[src/rtl/int_mode_sequencer.sv]
// Interrupt mode / IFF state and the interrupt acceptance sequencer that drives
// ACK, PC push, optional mode-2 vector table read and the final jump request.
module int_mode_sequencer #(
  parameter logic [15:0] NMI_VECTOR = 16'h0066,
  parameter logic [15:0] RST_VECTOR = 16'h0038
) (
  input  logic        clock,
  input  logic        reset,
  input  logic        P2_IM0,
  input  logic        P2_IM1,
  input  logic        P2_IM2,
  input  logic        ei,
  input  logic        di,
  input  logic        retn,
  input  logic        int_req,
  input  logic        nmi_req,
  input  logic        boundary,
  input  logic [15:0] pc_in,
  input  logic [7:0]  i_reg,
  input  logic        bus_done,
  input  logic [7:0]  bus_rdata,
  output logic [1:0]  im_mode,
  output logic        iff1,
  output logic        iff2,
  output logic        busy,
  output logic        bus_req,
  output logic [2:0]  bus_op,
  output logic [15:0] bus_addr,
  output logic [7:0]  bus_wdata,
  output logic        jump_valid,
  output logic [15:0] jump_addr,
  output logic        exec_valid,
  output logic [7:0]  exec_opcode
);

  typedef enum logic [2:0] {
    IDLE, ACK, PUSH_HI, PUSH_LO, RD_LO, RD_HI, JUMP
  } state_t;

  localparam logic [2:0] OP_ACK = 3'd0;
  localparam logic [2:0] OP_PHI = 3'd1;
  localparam logic [2:0] OP_PLO = 3'd2;
  localparam logic [2:0] OP_RD  = 3'd3;

  state_t      state_q, state_d;
  logic [1:0]  im_q, im_d;
  logic [1:0]  mode_q, mode_d;
  logic        iff1_q, iff1_d, iff2_q, iff2_d;
  logic        nmi_hist_q, nmi_hist_d, nmi_pend_q, nmi_pend_d;
  logic        ei_blk_q, ei_blk_d;
  logic        is_nmi_q, is_nmi_d;
  logic [15:0] pc_q, pc_d;
  logic [7:0]  vec_q, vec_d, lo_q, lo_d;
  logic        bus_req_q, bus_req_d;
  logic [2:0]  bus_op_q, bus_op_d;
  logic [15:0] bus_addr_q, bus_addr_d;
  logic [7:0]  bus_wdata_q, bus_wdata_d;
  logic        jump_valid_q, jump_valid_d;
  logic [15:0] jump_addr_q, jump_addr_d;
  logic        exec_valid_q, exec_valid_d;
  logic [7:0]  exec_opcode_q, exec_opcode_d;
  logic        nmi_edge;

  assign nmi_edge = nmi_req & ~nmi_hist_q;

  always_comb begin
    state_d       = state_q;
    im_d          = im_q;
    mode_d        = mode_q;
    iff1_d        = iff1_q;
    iff2_d        = iff2_q;
    nmi_hist_d    = nmi_req;
    nmi_pend_d    = nmi_pend_q | nmi_edge;
    ei_blk_d      = ei_blk_q;
    is_nmi_d      = is_nmi_q;
    pc_d          = pc_q;
    vec_d         = vec_q;
    lo_d          = lo_q;
    bus_req_d     = bus_req_q;
    bus_op_d      = bus_op_q;
    bus_addr_d    = bus_addr_q;
    bus_wdata_d   = bus_wdata_q;
    jump_valid_d  = 1'b0;
    jump_addr_d   = jump_addr_q;
    exec_valid_d  = 1'b0;
    exec_opcode_d = exec_opcode_q;

    if (P2_IM2)      im_d = 2'd2;
    else if (P2_IM1) im_d = 2'd1;
    else if (P2_IM0) im_d = 2'd0;

    if (retn) iff1_d = iff2_q;
    if (ei) begin
      iff1_d = 1'b1;
      iff2_d = 1'b1;
    end
    if (di) begin
      iff1_d = 1'b0;
      iff2_d = 1'b0;
    end

    // EI-block survives the boundary of EI itself and clears on the next one
    if (ei)            ei_blk_d = 1'b1;
    else if (boundary) ei_blk_d = 1'b0;

    case (state_q)
      IDLE: begin
        if (boundary && nmi_pend_q) begin
          iff2_d     = iff1_q;
          iff1_d     = 1'b0;
          nmi_pend_d = nmi_edge;
          is_nmi_d   = 1'b1;
          pc_d       = pc_in;
          state_d    = PUSH_HI;
        end else if (boundary && int_req && iff1_q && !ei_blk_q) begin
          iff1_d   = 1'b0;
          iff2_d   = 1'b0;
          is_nmi_d = 1'b0;
          mode_d   = im_q;
          pc_d     = pc_in;
          state_d  = ACK;
        end
      end
      ACK: begin
        if (!bus_req_q) begin
          bus_req_d = 1'b1;
          bus_op_d  = OP_ACK;
        end else if (bus_done) begin
          bus_req_d = 1'b0;
          vec_d     = bus_rdata;
          if (mode_q == 2'd0) begin
            exec_valid_d  = 1'b1;
            exec_opcode_d = bus_rdata;
            state_d       = IDLE;
          end else begin
            state_d = PUSH_HI;
          end
        end
      end
      PUSH_HI: begin
        if (!bus_req_q) begin
          bus_req_d   = 1'b1;
          bus_op_d    = OP_PHI;
          bus_wdata_d = pc_q[15:8];
        end else if (bus_done) begin
          bus_req_d = 1'b0;
          state_d   = PUSH_LO;
        end
      end
      PUSH_LO: begin
        if (!bus_req_q) begin
          bus_req_d   = 1'b1;
          bus_op_d    = OP_PLO;
          bus_wdata_d = pc_q[7:0];
        end else if (bus_done) begin
          bus_req_d = 1'b0;
          if (is_nmi_q) begin
            jump_addr_d  = NMI_VECTOR;
            jump_valid_d = 1'b1;
            state_d      = JUMP;
          end else if (mode_q == 2'd1) begin
            jump_addr_d  = RST_VECTOR;
            jump_valid_d = 1'b1;
            state_d      = JUMP;
          end else begin
            state_d = RD_LO;
          end
        end
      end
      RD_LO: begin
        if (!bus_req_q) begin
          bus_req_d  = 1'b1;
          bus_op_d   = OP_RD;
          bus_addr_d = {i_reg, vec_q};
        end else if (bus_done) begin
          bus_req_d = 1'b0;
          lo_d      = bus_rdata;
          state_d   = RD_HI;
        end
      end
      RD_HI: begin
        if (!bus_req_q) begin
          bus_req_d  = 1'b1;
          bus_op_d   = OP_RD;
          bus_addr_d = {i_reg, vec_q} + 16'd1;
        end else if (bus_done) begin
          bus_req_d    = 1'b0;
          jump_addr_d  = {bus_rdata, lo_q};
          jump_valid_d = 1'b1;
          state_d      = JUMP;
        end
      end
      JUMP:    state_d = IDLE;
      default: state_d = IDLE;
    endcase
  end

  always_ff @(posedge clock or posedge reset) begin
    if (reset) begin
      state_q       <= IDLE;
      im_q          <= 2'd0;
      mode_q        <= 2'd0;
      iff1_q        <= 1'b0;
      iff2_q        <= 1'b0;
      nmi_hist_q    <= 1'b0;
      nmi_pend_q    <= 1'b0;
      ei_blk_q      <= 1'b0;
      is_nmi_q      <= 1'b0;
      pc_q          <= 16'd0;
      vec_q         <= 8'd0;
      lo_q          <= 8'd0;
      bus_req_q     <= 1'b0;
      bus_op_q      <= 3'd0;
      bus_addr_q    <= 16'd0;
      bus_wdata_q   <= 8'd0;
      jump_valid_q  <= 1'b0;
      jump_addr_q   <= 16'd0;
      exec_valid_q  <= 1'b0;
      exec_opcode_q <= 8'd0;
    end else begin
      state_q       <= state_d;
      im_q          <= im_d;
      mode_q        <= mode_d;
      iff1_q        <= iff1_d;
      iff2_q        <= iff2_d;
      nmi_hist_q    <= nmi_hist_d;
      nmi_pend_q    <= nmi_pend_d;
      ei_blk_q      <= ei_blk_d;
      is_nmi_q      <= is_nmi_d;
      pc_q          <= pc_d;
      vec_q         <= vec_d;
      lo_q          <= lo_d;
      bus_req_q     <= bus_req_d;
      bus_op_q      <= bus_op_d;
      bus_addr_q    <= bus_addr_d;
      bus_wdata_q   <= bus_wdata_d;
      jump_valid_q  <= jump_valid_d;
      jump_addr_q   <= jump_addr_d;
      exec_valid_q  <= exec_valid_d;
      exec_opcode_q <= exec_opcode_d;
    end
  end

  assign im_mode     = im_q;
  assign iff1        = iff1_q;
  assign iff2        = iff2_q;
  assign busy        = (state_q != IDLE);
  assign bus_req     = bus_req_q;
  assign bus_op      = bus_op_q;
  assign bus_addr    = bus_addr_q;
  assign bus_wdata   = bus_wdata_q;
  assign jump_valid  = jump_valid_q;
  assign jump_addr   = jump_addr_q;
  assign exec_valid  = exec_valid_q;
  assign exec_opcode = exec_opcode_q;

endmodule

[config.mk]
export PLATFORM = sky130hd
export DESIGN_NAME = int_mode_sequencer
export DESIGN_NICKNAME = d
export VERILOG_FILES = /design/src/rtl/int_mode_sequencer.sv
export SDC_FILE = /design/constraint.sdc
export NUM_CORES = 1
export LEC_CHECK = 0
export CELL_PAD_IN_SITES_DETAIL_PLACEMENT = 1
export CELL_PAD_IN_SITES_GLOBAL_PLACEMENT = 2
export CORE_UTILIZATION = 34
export DETAILED_ROUTE_END_ITERATION = 7
export PLACE_DENSITY = 0.86
export SLEW_MARGIN = 30
export SYNTH_ARGS = -nofsm -noshare
export SYNTH_HDL_FRONTEND = slang
export SYNTH_SLANG_ARGS = --single-unit
[constraint.sdc]
create_clock -name clock -period 7.5 [get_ports clock]
set_input_delay 1.125 -clock clock [delete_from_list [all_inputs] [get_ports clock]]
set_output_delay 1.125 -clock clock [all_outputs]
set_load 0.005 [all_outputs]
==> results of run 1 <==
-- state kept, by name, indices dropped and copies added, names as in the netlist, 2 cells and up --
name,cells
bus_addr,16
bus_op,2
bus_wdata,8
exec_opcode,8
im_mode,2
jump_addr,16
lo_q,8
mode_q,2
pc_q,16
state_q,3
vec_q,8
-- layer usage --
metal	GRT usage, %	up-vias	share of wire [%]
met1	22.8	1657	45
li1	-	1555	-
met3	3.74	17	4.7
met4	5.11	0	1.3
met5	0	-	0
met2	29.6	84	49
-- power breakdown --
group | total, W | leakage [nW] | switching [W] | internal (W)
sequential | 0.000964 | 1.20 | 0.000209 | 0.000755
clock | 0.000529 | 0.165 | 0.000197 | 0.000333
combinational | 0.000828 | 1.07 | 0.000337 | 0.000492
-- worst min path at each step --
stage,end,cells past startpoint
2_1_floorplan,nmi_pend_q,1
3_3_place_gp,nmi_pend_q,1
3_5_place_dp,nmi_pend_q,1
4_1_cts,nmi_pend_q,1
5_1_grt,nmi_pend_q,1
6_report,nmi_pend_q,1
-- critical path, stage by stage (launching register included) --
cell,delay [ps]
dfrtp_1,690
nor3_1,550
inv_1,210
clkdlybuf4s50_1,490
-- cells by family (layout without fill, tap and decap cells) --
| logic type | after synthesis | count (layout) | synth area share [%] |
|---|---|---|---|
| simple gates | 107 | 107 | 12.7 |
| mux | 50 | 50 | 13.4 |
| xor+xnor | 12 | 12 | 2.41 |
| buf+inv | 46 | 143 | 4.66 |
| flops | 98 | 98 | 56.3 |
| compound gates | 76 | 76 | 10.1 |
| other cells | 1 | 1 | 0.0861 |
| fa+ha+maj | 1 | 1 | 0.287 |
-- cell usage in the layout (no fill, tap or decap), drive strengths merged, types with 2 or more instances in the layout --
cell type	netlist	routed
clkdlybuf4s50	0	101
dfrtp	98	98
mux2	43	43
o21ai	41	41
nand2	32	32
inv	26	26
nand4	16	16
nor2	14	14
nor3	14	14
a21oi	11	11
o22ai	10	10
xnor2	10	10
clkbuf	12	10
nand3	9	9
mux2i	7	7
nor4	4	4
nand2b	3	3
nor2b	3	3
and2	3	3
bufinv	0	3
or3	2	2
and3b	2	2
a21o	2	2
xor2	2	2
or4	2	2
o211ai	2	2
-- final cells by class --
| type | count | area (sq um) | share of cell area (%) |
|---|---|---|---|
| inverters | 26 | 100 | 1.72 |
| multi-input cells | 247 | 1700 | 29.2 |
| flip-flops and latches | 98 | 2450 | 42.1 |
| clock buffers | 10 | 239 | 4.11 |
| well taps | 168 | 210 | 3.61 |
| clock inverters | 5 | 103 | 1.76 |
| repair buffers | 102 | 1020 | 17.5 |
-- metrics by stage --
step	instances	setup WS (ps)	util [%]	hold slack, ps	power, W
after CTS	656	4090	47.5	423	0.00235
after global routing	656	3990	47.5	456	0.00248
after detailed placement	641	4100	44.7	414	0.00181
after floorplan	391	3810	-	400	0.00139
final	656	4100	47.5	419	0.00232
after global placement	641	4170	44.7	408	0.00177
==> impl_metrics.csv, run 1 <==
group,metric,value,unit
clock_tree,cts_hold_buffers,0,
sta,finalCriticalPeriod,3400,ps
clock_tree,numCtsBuffers,9,
clock_tree,clock_sinks,98,
power_and_ir_drop,p_per_area,399,nW/um^2
yosys,synth_common_cells,"dfrtp_1, o21ai_0, mux2_2, nand2_1, inv_1",
setup_path,required,6380,ps
sta,slew_violations,0,
yosys,synth_cells,391,
yosys,ys.flop_type,"dfrtp_1",
outcome,outcome,"finished clean",
sta,setup-tns-final,0,ps
yosys,ys_seq_area_share,56.3,%
final_layout,nFillCells,1335,
yosys,ys_ff_latch,98,
yosys,ys_warn_count,0,
clock_tree,htree_levels,3,
drt,dr_total_vias,3313,
yosys,synth_area,4350,sq um
clock_tree,clk_latency,340,ps
final_layout,antennaDiodeCount,0,
sta,skew,5.03,ps
sta,max_freq,294,MHz
yosys,yosys.cell_types.count,49,
setup_path,end_kind,"output pin",
global_route,antenna_found_initial,0,
setup_path,r2r.worst_path.cells,4,
setup_path,cp-start-kind,"flop",
worst_hold_path,hold_start,"nmi_hist_q",
drt,antenna_left,0,
drt,drc,0,
floorplanning,die_w,115,um
setup_path,arrival,2270,ps
placement,gp_congestion,0.756,
sta,setup_viol,0,
global_route,overflow,0,
drt,wl,10900,um
setup_path,worst-setup-path-type,"reg -> out",
clock_tree,cts_tree,"built",
yosys,synth.avg_cell_area,11.1,sq um
final_layout,layout.nets,529,
global_route,grt_start_max_net_pins,68,
sta,finalCritPeriodShare,45.3,%
drt,first_pass_iters,4,
final_layout,stdcell_area,5820,sq um
sta,relSlewSlack,39.2,%
floorplanning,core_area,12300,sq um
yosys,yosys-top-cells-area,"dfrtp_1, mux2_2, o21ai_0, mux2_4, nand2_1",
setup_path,cp_max_fo,22,
global_route,grt_pass1_wl,18100,um
placement,io_buffers,101,
drt,routedWlPerCell,16.6,um
sta,finalHoldViolCount,0,
clock_tree,cts_buffer_depth,2,
floorplanning,die_area,13300,sq um
yosys,ys_async_sr_fraction,100,%
yosys,synth_top_cell_by_area,"dfrtp_1",
yosys,synth_edf_count,0,
setup_path,r2r_end,"exec_opcode[4]",
yosys,yosysMostFrequentCell,"dfrtp_1",
drt,drt_iter0_markers,109,
global_route,grt_pass1_vias,3448,
clock_tree,ctsResizeCount,0,
drt,viasPerCell,5.05,
job,max_cap_violations,0,
clock_tree,post_cts_buffers,0,
placement,dpl-instance-area,5480,sq um
clock_tree,cts.clk_slew.worst_paths,60,ps
floorplanning,ioPinCount,103,
final_layout,drive_above_1_share,13.3,%
setup_path,crit_end,"busy",
clock_tree,cts_root_buf,"clkbuf_16",
floorplanning,start_util,35.5,%
yosys,synth_top_area_share,56.3,%
power_and_ir_drop,max-vdd-ir-drop,0.000154,V
setup_path,r2r_slack,4730,ps
yosys,syn_nets,436,
floorplanning,fp.dieH,115,um
final_layout,syn_to_final_growth,33.7,%
placement,hpwl,7880,um
global_route,track_usage,17.6,%
sta,tightestPinTransition,912,ps
worst_hold_path,hp-class,"reg -> reg",
floorplanning,row_count,40,
setup_path,crit_start,"state_q[0]",
sta,rsz0062_at_grt,"false",
power_and_ir_drop,p_leak,2.43,nW
setup_path,worstReg2RegStart,"state_q[0]",
No activity file was read; power rests on OpenSTA's default activity.
==> inputs of run 2 (changes only) <==
- CORE_UTILIZATION: 34 -> 28
- PLACE_DENSITY: 0.86 -> 0.76
- clock period: 7.5 -> 2.8 ns (I/O delays scaled with it)
==> impl_metrics.csv, run 2 (same netlist as run 1, synthesis figures left out) <==
group,metric,value,unit
setup_path,crit_buf_inv,2,
sta,finalHoldViolCount,0,
clock_tree,cts_buffer_depth,2,
global_route,grt_start_max_net_pins,67,
clock_tree,htree_levels,3,
sta,skew,5.85,ps
clock_tree,ctsResizeCount,0,
placement,gp_congestion,0.740,
drt,routedWlPerCell,16.0,um
clock_tree,clock_sinks,98,
global_route,overflow,0,
setup_path,arrival,2040,ps
placement,hpwl,8060,um
sta,tightestPinTransition,697,ps
setup_path,end_kind,"output pin",
power_and_ir_drop,max-vdd-ir-drop,0.000400,V
drt,dr_total_vias,3260,
floorplanning,core_area,15200,sq um
worst_hold_path,worstHoldEndpoint,"nmi_pend_q",
final_layout,mostFrequentLayoutCells,"clkdlybuf4s50_1, dfrtp_1, o21ai_0",
setup_path,r2r.worst_path.cells,5,
sta,relSlewSlack,53.4,%
floorplanning,die_area,16000,sq um
sta,rsz0062_at_grt,"false",
global_route,antenna_found_initial,0,
setup_path,cp-start-kind,"flop",
global_route,track_usage,15.0,%
sta,max_freq,406,MHz
sta,finalCriticalPeriod,2460,ps
setup_path,cp_slowest_stage_delay,580,ps
floorplanning,die_w,127,um
worst_hold_path,hp-class,"reg -> reg",
drt,first_pass_iters,4,
floorplanning,ioPinCount,103,
drt,viasPerCell,4.76,
final_layout,layout.nets,538,
setup_path,worst-setup-path-type,"reg -> out",
floorplanning,row_count,45,
drt,wl,11000,um
outcome,outcome,"finished clean",
global_route,grt_pass1_wl,18700,um
sta,finalCritPeriodShare,88.0,%
sta,setup-tns-final,0,ps
drt,drc,0,
floorplanning,fp.dieH,127,um
worst_hold_path,hold_depth,1,
setup_path,cpMaxStageDelayCell,"dfrtp_1",
clock_tree,clk_latency,340,ps
job,max_cap_violations,0,
final_layout,antennaDiodeCount,0,
worst_hold_path,hold_start,"nmi_hist_q",
final_layout,final_cells,685,
drt,drt_iter0_markers,118,
sta,setup_slack,337,ps
setup_path,r2r_slack,570,ps
setup_path,crit_chain,"nor3_1 > inv_1 > clkdlybuf4s50_1",
placement,dp_cells,670,
setup_path,cp_top_family,"buffers and inverters",
clock_tree,cts.clk_slew.worst_paths,70,ps
setup_path,worstReg2RegStart,"state_q[0]",
placement,io_buffers,101,
global_route,grt_pass1_vias,3582,
clock_tree,numCtsBuffers,9,
setup_path,required,2380,ps
power_and_ir_drop,p_leak,2.48,nW
clock_tree,cts_tree,"built",
final_layout,drive_above_1_share,14.7,%
drt,antenna_left,0,
clock_tree,cts_root_buf,"clkbuf_16",
final_layout,syn_to_final_growth,36.2,%
placement,dpl_worst_slack,289,ps
sta,setup_viol,0,
final_layout,final_common_cell,"clkdlybuf4s50_1",
clock_tree,cts_hold_buffers,0,
final_layout,nFillCells,1676,
clock_tree,post_cts_buffers,0,
sta,slew_violations,0,
floorplanning,start_util,28.6,%
setup_path,cp_max_fo,21,
setup_path,r2r_end,"bus_addr[15]",
power_and_ir_drop,p_per_area,1050,nW/um^2
-- run 2: cell types whose count changed in the layout (fill, tap and decap cells not counted) --
cell,delta
buf_12,+1
buf_4,+8
clkbuf_1,+1
clkinv_2,-1
inv_4,-1
inv_6,+1
-- run 2: how the worst max path moves through the flow --
stage               startpoint        endpoint  slack, ps  cells past startpoint
floorplan           state_q[1]         pc_q[0]        860                      6
global placement      bus_done  exec_opcode[6]        370                      5
detailed placement    bus_done  exec_opcode[0]        290                      5
CTS                 state_q[1]            busy        320                      3
global route        state_q[1]            busy        150                      3
finish              state_q[1]            busy        340                      3
-- run 2: stage by stage --
stage	power [W]	cell area (sq um)	util, %	hold WS, ps
after floorplan	0.00371	4360	-	400
after global placement	0.00480	5590	36.7	408
after detailed placement	0.00490	5590	36.7	424
after CTS	0.00636	5930	39.0	434
after global routing	0.00673	5930	39.0	488
final	0.00625	5930	39.0	431
-- run 2: power breakdown --
group          internal, W  switching (W)  total [W]  leakage [nW]
Combinational      0.00136       0.000939    0.00230          1.12
Clock             0.000896       0.000522    0.00142         0.166
Sequential         0.00202       0.000513    0.00254          1.20
-- run 2: metal layers --
layer	part of all wire, %	global-route usage [%]	wire, um
met5	0	0	0
met2	49	24.8	5380
met4	0.57	4.41	63
met3	4.8	4.09	522
met1	46	19.1	5000
-- run 2: cell type report --
| cell class | instances | area [sq um] | area share, % |
|---|---|---|---|
| clock buffers | 11 | 243 | 4.10 |
| clock inverters | 4 | 98.8 | 1.67 |
| inverters | 26 | 101 | 1.71 |
| multi-input cells | 247 | 1700 | 28.6 |
| flip-flops and latches | 98 | 2450 | 41.4 |
| well taps | 188 | 235 | 3.97 |
| repair buffers | 111 | 1100 | 18.5 |
==> inputs of run 3 (changes only) <==
- CORE_UTILIZATION: 28 -> 30
- CTS_BUF_LIST: unset -> sky130_fd_sc_hd__clkbuf_4 sky130_fd_sc_hd__clkbuf_8
- PLACE_DENSITY: 0.76 -> 0.8
==> impl_metrics.csv, run 3 (same netlist as run 1, synthesis figures left out) <==
group,metric,value,unit
outcome,outcome,"finished clean",
global_route,track_usage,16.1,%
clock_tree,cts_buffer_depth,2,
floorplanning,core_area,14000,sq um
drt,wl,11100,um
sta,finalHoldViolCount,0,
setup_path,arrival,2060,ps
clock_tree,cts_hold_buffers,0,
sta,finalCriticalPeriod,2480,ps
power_and_ir_drop,p_sw,0.00196,W
clock_tree,ctsResizeCount,0,
setup_path,cp-start-kind,"flop",
drt,drt_iter0_markers,180,
placement,gp_congestion,0.732,
setup_path,cp_max_fo,19,
sta,setup_slack,324,ps
power_and_ir_drop,p_clk_share,16.1,%
sta,skew,9.28,ps
sta,max_freq,404,MHz
final_layout,drive_above_1_share,15.4,%
sta,tightestPinTransition,694,ps
setup_path,r2r_end,"bus_addr[14]",
clock_tree,numCtsBuffers,9,
sta,setup-tns-final,0,ps
worst_hold_path,hp-class,"in -> async",
clock_tree,clock_sinks,98,
final_layout,fin_util,41.2,%
placement,io_buffers,101,
sta,relSlewSlack,53.6,%
power_and_ir_drop,p_comb_share,40.4,%
floorplanning,start_util,31.0,%
drt,first_pass_iters,4,
power_and_ir_drop,switching_share,33.8,%
clock_tree,cts_root_buf,"clkbuf_8",
sta,slew_violations,0,
final_layout,final_common_cell,"clkdlybuf4s50_1",
sta,setup_viol,0,
final_layout,mostFrequentLayoutCells,"clkdlybuf4s50_1, dfrtp_1, o21ai_0",
floorplanning,fp.dieH,122,um
final_layout,layout.nets,540,
global_route,antenna_found_initial,0,
power_and_ir_drop,p_int,0.00384,W
power_and_ir_drop,seqPwrFrac,43.5,%
final_layout,register_area,2450,sq um
global_route,grt_start_max_net_pins,38,
setup_path,r2r.worst_path.cells,4,
drt,routedWlPerCell,16.4,um
setup_path,r2r_slack,590,ps
setup_path,cpMaxStageDelayCell,"dfrtp_1",
setup_path,path_depth,4,
setup_path,worst-setup-path-type,"reg -> out",
final_layout,nFillCells,1549,
setup_path,crit_chain,"nor3_1 > buf_4 > inv_1 > clkdlybuf4s50_1",
power_and_ir_drop,p_total,0.00580,W
power_and_ir_drop,p_leak,2.43,nW
global_route,grt_pass1_vias,3502,
clock_tree,htree_levels,3,
power_and_ir_drop,max-vdd-ir-drop,0.000329,V
setup_path,cp_top_family,"buffers and inverters",
floorplanning,die_w,122,um
final_layout,multi_input_area,1700,sq um
sta,rsz0062_at_grt,"false",
drt,antenna_left,0,
power_and_ir_drop,p_per_area,1000,nW/um^2
clock_tree,post_cts_buffers,0,
setup_path,crit_start,"state_q[2]",
final_layout,antennaDiodeCount,0,
setup_path,end_kind,"output pin",
setup_path,required,2380,ps
placement,dpl_worst_slack,327,ps
setup_path,worstReg2RegStart,"state_q[2]",
clock_tree,cts_tree,"built",
setup_path,cp_slowest_stage_delay,710,ps
clock_tree,cts.clk_slew.worst_paths,90,ps
drt,dr_total_vias,3293,
floorplanning,ioPinCount,103,
sta,hold-worst-slack,392,ps
setup_path,crit_end,"busy",
sta,finalCritPeriodShare,88.4,%
clock_tree,clk_latency,380,ps
global_route,grt_pass1_wl,18500,um
floorplanning,die_area,15000,sq um
drt,drc,0,
job,max_cap_violations,0,
setup_path,crit_buf_inv,3,
global_route,overflow,0,
final_layout,syn_to_final_growth,33.0,%
placement,hpwl,8120,um
floorplanning,row_count,43,
drt,viasPerCell,4.84,
-- run 3: cell types whose count changed in the layout (fill, tap and decap cells not counted), moves of 2 or more --
cell / change
clkbuf_16: -9
clkinv_2: +3
bufinv_16: -2
clkbuf_8: +9
buf_4: +2
-- run 3: worst min path at each step --
stage | startpoint | end | slack, ps | depth (start not counted)
after floorplan | nmi_hist_q | nmi_pend_q | 400 | 1
after global placement | nmi_hist_q | nmi_pend_q | 410 | 1
after detailed placement | nmi_hist_q | nmi_pend_q | 410 | 1
after CTS | reset | vec_q[6] | 390 | 2
after global routing | reset | vec_q[6] | 430 | 2
final | reset | vec_q[6] | 390 | 2
-- run 3: area by class of cell --
class	instances	area share [%]
clock buffer	11	2.51
timing repair buffer	113	19.2
multi-input combinational	247	29.3
clock inverter	5	0.929
tap	180	3.89
sequential	98	42.4
inverter	26	1.75
-- run 3: stage by stage --
step,area (sq um),std cells
after detailed placement,5590,664
final,5790,680
after CTS,5790,680
after global routing,5790,680
after global placement,5590,664
after floorplan,4360,391
-- run 3: power by group through the flow --
stage	logic, W	clock network (W)	registers (W)
final	0.00234	0.000935	0.00252
after floorplan	0.00132	0	0.00239
after CTS	0.00239	0.000973	0.00253
after global routing	0.00262	0.00103	0.00262
after global placement	0.00230	0	0.00252
after detailed placement	0.00238	0	0.00255
-- run 3: worst register-to-register path, cell delays in order, from the launching register on --
cell and delay (ps):
dfrtp_1 710, nand3b_1 430, or4_1 620, mux2_2 280, o211ai_1 90
-- run 3: routing by layer --
layer  up-vias  GRT usage (%)  wire length [um]
met1      1633           21.1              5190
met2        82           26.2              5300
met5         -              0                 0
met4         0           3.58                82
met3         7           4.55               562
li1       1571              -                 -
